[src/rtl/bsg_mem_1rw_sync_mask_init.sv]
// Single-port synchronous RAM with per-slice write mask, ready/valid requests,
// post-reset clear sequence, one-cycle read valid and sticky out-of-range error.
module bsg_mem_1rw_sync_mask_init #(
    parameter int                     width_p     = 32,
    parameter int                     els_p       = 64,
    parameter int                     mask_gran_p = 8,
    parameter bit                     init_en_p   = 1'b1,
    parameter logic [mask_gran_p-1:0] init_val_p  = '0,
    localparam int mask_width_lp = width_p / mask_gran_p,
    localparam int addr_width_lp = (els_p > 1) ? $clog2(els_p) : 1
) (
    input  logic                     clk_i,
    input  logic                     reset_n_i,
    input  logic                     v_i,
    output logic                     ready_o,
    input  logic                     w_i,
    input  logic [addr_width_lp-1:0] addr_i,
    input  logic [width_p-1:0]       data_i,
    input  logic [mask_width_lp-1:0] w_mask_i,
    output logic [width_p-1:0]       data_o,
    output logic                     v_o,
    output logic                     err_o
);

    if (width_p % mask_gran_p != 0) begin : g_bad_gran
        $error("width_p must be a multiple of mask_gran_p");
    end
    if (els_p < 1) begin : g_bad_els
        $error("els_p must be at least 1");
    end

    typedef enum logic [1:0] {
        INIT,
        READY_WAIT,
        READY
    } state_e;

    state_e                   state;
    logic [addr_width_lp-1:0] init_cnt;
    logic                     accept;
    logic                     in_range;
    logic                     init_last;

    logic                     we;
    logic [addr_width_lp-1:0] waddr;
    logic [width_p-1:0]       wdata;
    logic [mask_width_lp-1:0] wmask;

    logic [width_p-1:0] mem [els_p];

    // ready_o is only ever high in READY, so it doubles as the state qualifier.
    assign accept    = v_i & ready_o;
    assign in_range  = 32'(addr_i) < 32'(els_p);
    assign init_last = (init_cnt == addr_width_lp'(els_p - 1));

    // The clear sequence and accepted writes share the single write port.
    always_comb begin
        // NOTE: every always_comb output gets a default first so no latch is inferred.
        we    = 1'b0;
        waddr = addr_i;
        wdata = data_i;
        wmask = w_mask_i;
        if (state == INIT) begin
            we    = 1'b1;
            waddr = init_cnt;
            wdata = {mask_width_lp{init_val_p}};
            wmask = '1;
        end else if (accept && w_i && in_range) begin
            we = 1'b1;
        end
    end

    // NOTE: the storage array has no reset; known contents come from the clear sequence.
    always_ff @(posedge clk_i) begin
        for (int k = 0; k < mask_width_lp; k++) begin
            if (we && wmask[k]) begin
                mem[waddr][k*mask_gran_p +: mask_gran_p] <= wdata[k*mask_gran_p +: mask_gran_p];
            end
        end
    end

    // NOTE: sequential state uses non-blocking assignments only.
    always_ff @(posedge clk_i or negedge reset_n_i) begin
        if (!reset_n_i) begin
            state    <= init_en_p ? INIT : READY_WAIT;
            ready_o  <= 1'b0;
            v_o      <= 1'b0;
            data_o   <= '0;
            err_o    <= 1'b0;
            init_cnt <= '0;
        end else begin
            v_o <= 1'b0;
            case (state)
                INIT: begin
                    init_cnt <= init_cnt + 1'b1;
                    if (init_last) begin
                        state   <= READY;
                        ready_o <= 1'b1;
                    end
                end
                READY_WAIT: begin
                    state   <= READY;
                    ready_o <= 1'b1;
                end
                READY: begin
                    if (accept) begin
                        if (!in_range) begin
                            err_o <= 1'b1;
                        end
                        if (!w_i) begin
                            v_o    <= 1'b1;
                            data_o <= in_range ? mem[addr_i] : '0;
                        end
                    end
                end
                default: begin
                    state   <= READY;
                    ready_o <= 1'b1;
                end
            endcase
        end
    end

endmodule

[config.mk]
export PLATFORM = sky130hd
export DESIGN_NAME = bsg_mem_1rw_sync_mask_init
export DESIGN_NICKNAME = d
export VERILOG_FILES = /design/src/rtl/bsg_mem_1rw_sync_mask_init.sv
export SDC_FILE = /design/constraint.sdc
export NUM_CORES = 2
export LEC_CHECK = 0
export CAP_MARGIN = 20
export CORE_MARGIN = 3
export CORE_UTILIZATION = 59
export CTS_BUF_LIST = sky130_fd_sc_hd__clkbuf_8
export CTS_CLUSTER_DIAMETER = 100
export DETAILED_ROUTE_END_ITERATION = 6
export PLACE_DENSITY = 0.85
export SYNTH_ARGS = -nofsm -noshare
export SYNTH_HDL_FRONTEND = slang
export SYNTH_SLANG_ARGS = --single-unit
[constraint.sdc]
create_clock -name clk_i -period 2.7 [get_ports clk_i]
set_input_delay 0.54 -clock clk_i [delete_from_list [all_inputs] [get_ports clk_i]]
set_output_delay 0.54 -clock clk_i [all_outputs]
set_load 0.01 [all_outputs]
==> results.cfg <==
[clock_network]
worstSkewPairLatency_ns = 1.01
cts-root-buf = clkbuf_8
cts_buffers = 327
cts_tree = done
clock_sinks = 2088
cts_buffer_depth = 4
cts_max_level = 5
clkTransAtPathRegs_ns = 0.07

[setup_path]
slowest_stage = dfrtp_4
required_ns = 3.38
start_kind = flip-flop
crit_type = reg2reg
cpMostUsedCell = buf_4
crit_family = buffers and inverters
end_kind = flip-flop
cpPeakStageDelay_ns = 0.50
cp_num_buf_inv = 5
cp.arrival_ns = 3.38
path_cells = buf_4, buf_4, a21oi_1, and2_1, buf_4, nand2_1, buf_4, nor2_1, buf_4
crit_path_max_fanout = 11

[timing]
drv_slew = 0
finalCritPeriodShare = 1.002
worst_pin_slew_ns = 1.122
max_freq_ghz = 0.3697
clock_skew_ns = 0.07152
timing.final.ws_setup_ns = -0.004726
relSlewSlack = 0.2326
rsz0062_at_grt = true
hold_viol = 0
setup_violations = 5
setup_tns_ns = -0.01330
fin_crit_ns = 2.705

[cells_and_area]
drive_above_1_share = 0.2784
nFillCells = 7245
utilization = 0.6994
synthToLayoutAreaGrowth_pct = 17.11
layout_commonest_cell = edfxtp_1
layout.cells.most_common_list = edfxtp_1, buf_4, mux2i_1, clkbuf_8, mux4_2
final_net_count = 4936

[synthesis]
synth_edf_count = 2048
yosys.area.top_type = edfxtp_1
synth_nets = 4183
yosys.area_share.adder = 0.0001539
syn_area_um2 = 81310
synthCells = 4136
syn_avg_cell_area_um2 = 19.66
ys.flop_type = edfxtp_1
synthXorXnorAreaFrac = 0.0005386
synth-async-reset-ratio = 0.01916
synth_warnings = 0
synthTopCellsByArea = edfxtp_1, mux4_2, mux2i_1
synth_top_family_by_area = multiplexers
synth-seq-cells = 2088
yosys.area_share.simple = 0.02916
synthMuxAreaShare = 0.1442
synth_compound_area_frac = 0.04243
ys_types = 44
yosysSeqAreaShare = 0.7687
yosys.area.top_type_share = 0.7564

[global_route]
grt-ovfl-total = 0
gr-usage-met1 = 0.3824
grt_pass1_vias = 47400
use_met2 = 0.4770
met3_usage = 0.09214
grt_pass1_wl_mm = 309.6
grt_start_max_net_pins = 65
antenna_found_initial = 7
top_usage_layer = met2
grt_usage = 0.2994

[die]
start_util = 0.5972
coreArea_um2 = 136100
rows = 135
ios = 81
die-area_um2 = 142300
die_y_um = 377.2
die_w_um = 377.2

[worst_hold_path]
worst_hold_path_type = in2async

[place]
numPortBuffers = 79
detailed_place_hpwl_mm = 129.7
gp_congestion = 0.9087

[pwr]
power_density_nw_per_um2 = 640.8
finalPower_mw = 61.02
p_leak_nw = 27.99
ir_drop_v = 0.0007079

[routing]
ant_nets = 0
via_count = 46440
vias_per_cell = 6.732
drt-initial-drc-count = 7168
drt-total-wl_mm = 215.1
drt_pass1_iterations = 7
drc = 1
wl_per_cell_um = 31.18

[outcome]
violations = DRC, setup timing
outcome = finished with violations

[run]
drv_cap = 0
Yosys cell counts, drive strengths merged, types with 33 or more instances:
library cell and count:
mux4 320, a22o 33, nand2 148, dfrtp 40, and2 40, nand3 48
nor2 250, a31oi 33, mux2i 449, clkbuf 106, nor2b 35, o21ai 35
a22oi 160, a211oi 64, buf 149, edfxtp 2048
repair_timing:
action	in CTS	in global routing
hold buffers	1	0
cloned	0	0
hold endpoints to repair	24	0
setup endpoints to repair	4	351
gates resized for setup	8	23
buffers inserted	3	0
power breakdown:
group / internal, mW / switching, mW / total (mW) / leakage, nW
Combinational: 0.747 / 1.09 / 1.84 / 9.84
Clock: 12.2 / 11.9 / 24.1 / 3.35
Sequential: 35.0 / 0 / 35.0 / 14.8
Total: 48.0 / 13.0 / 61.0 / 28.0
sequential cells by signal, indices dropped and copies added, names as in the netlist:
| register | flops |
|---|---|
| mem | 2048 |
| data_o | 32 |
| init_cnt | 6 |
| ready_o | 1 |
| v_o | 1 |
per-layer routing:
| layer | routed length [um] | up-vias |
|---|---|---|
| li1 | - | 18490 |
| met1 | 70410 | 23130 |
| met2 | 103600 | 4018 |
| met3 | 29190 | 804 |
| met4 | 11730 | 6 |
| met5 | 170 | - |
path summary, 6_finish.rpt:
check	depth (start not counted)	start	slack (ns)	endpoint
min in group clk_i	5	addr_i[1]	0.33	mem[31][22]$_DFFE_PP_
max	9	ready_o$_DFFE_PN0P_	-0.005	mem[3][17]$_DFFE_PP_
min reg2reg	1	init_cnt[2]$_DFFE_PN0N_	0.52	init_cnt[2]$_DFFE_PN0N_
min	2	reset_n_i	0.28	data_o[17]$_DFFE_PN0P_
max reg2reg	9	ready_o$_DFFE_PN0P_	-0.005	mem[3][17]$_DFFE_PP_
max in group asynchronous	3	reset_n_i	1.45	data_o[30]$_DFFE_PN0P_
worst reg2reg max path, cell delays in order, from the launching register on:
cell and delay, ns:
dfrtp_4 0.50, buf_4 0.17, buf_4 0.18, a21oi_1 0.35, and2_1 0.36, buf_4 0.18, nand2_1 0.08, buf_4 0.18
nor2_1 0.18, buf_4 0.24
through the flow:
| stage | worst slack [ns] | cells | area, um2 | hold slack (ns) |
|---|---|---|---|---|
| floorplan | -0.1801 | 4136 | 81420 | 0.2444 |
| global placement | -0.2966 | 6335 | 89370 | 0.4798 |
| detailed placement | -0.3638 | 6335 | 89370 | 0.4947 |
| CTS | -0.003358 | 6891 | 95130 | 0.1355 |
| global route | -0.04787 | 6895 | 95210 | 0.2312 |
| finish | -0.004726 | 6898 | 95220 | 0.2797 |
logic make-up (layout without fill, tap and decap cells):
| kind of cell | after synthesis | in the layout |
|---|---|---|
| DFF | 2088 | 2088 |
| muxes | 771 | 771 |
| and+or+nand+nor | 551 | 551 |
| AOI/OAI and AO/OA | 460 | 460 |
| buffers and inverters | 259 | 1235 |
| xor gates and xnor gates | 5 | 5 |
| adders and majority gates | 1 | 1 |
| other | 1 | 6 |
final cells by class:
cell class                      count  area (um2)  share of cell area
Sequential cell                  2088       62510              0.6565
Multi-Input combinational cell   1789       17890              0.1878
Timing Repair Buffer              679        6854             0.07198
Clock buffer                      342        4707             0.04943
Tap cell                         1781        2228             0.02340
Clock inverter                    210        1008             0.01059
Inverter                            4       15.01           0.0001577
Antenna cell                        5       12.51           0.0001314
Note: power is estimated with default switching activity, not from simulation.
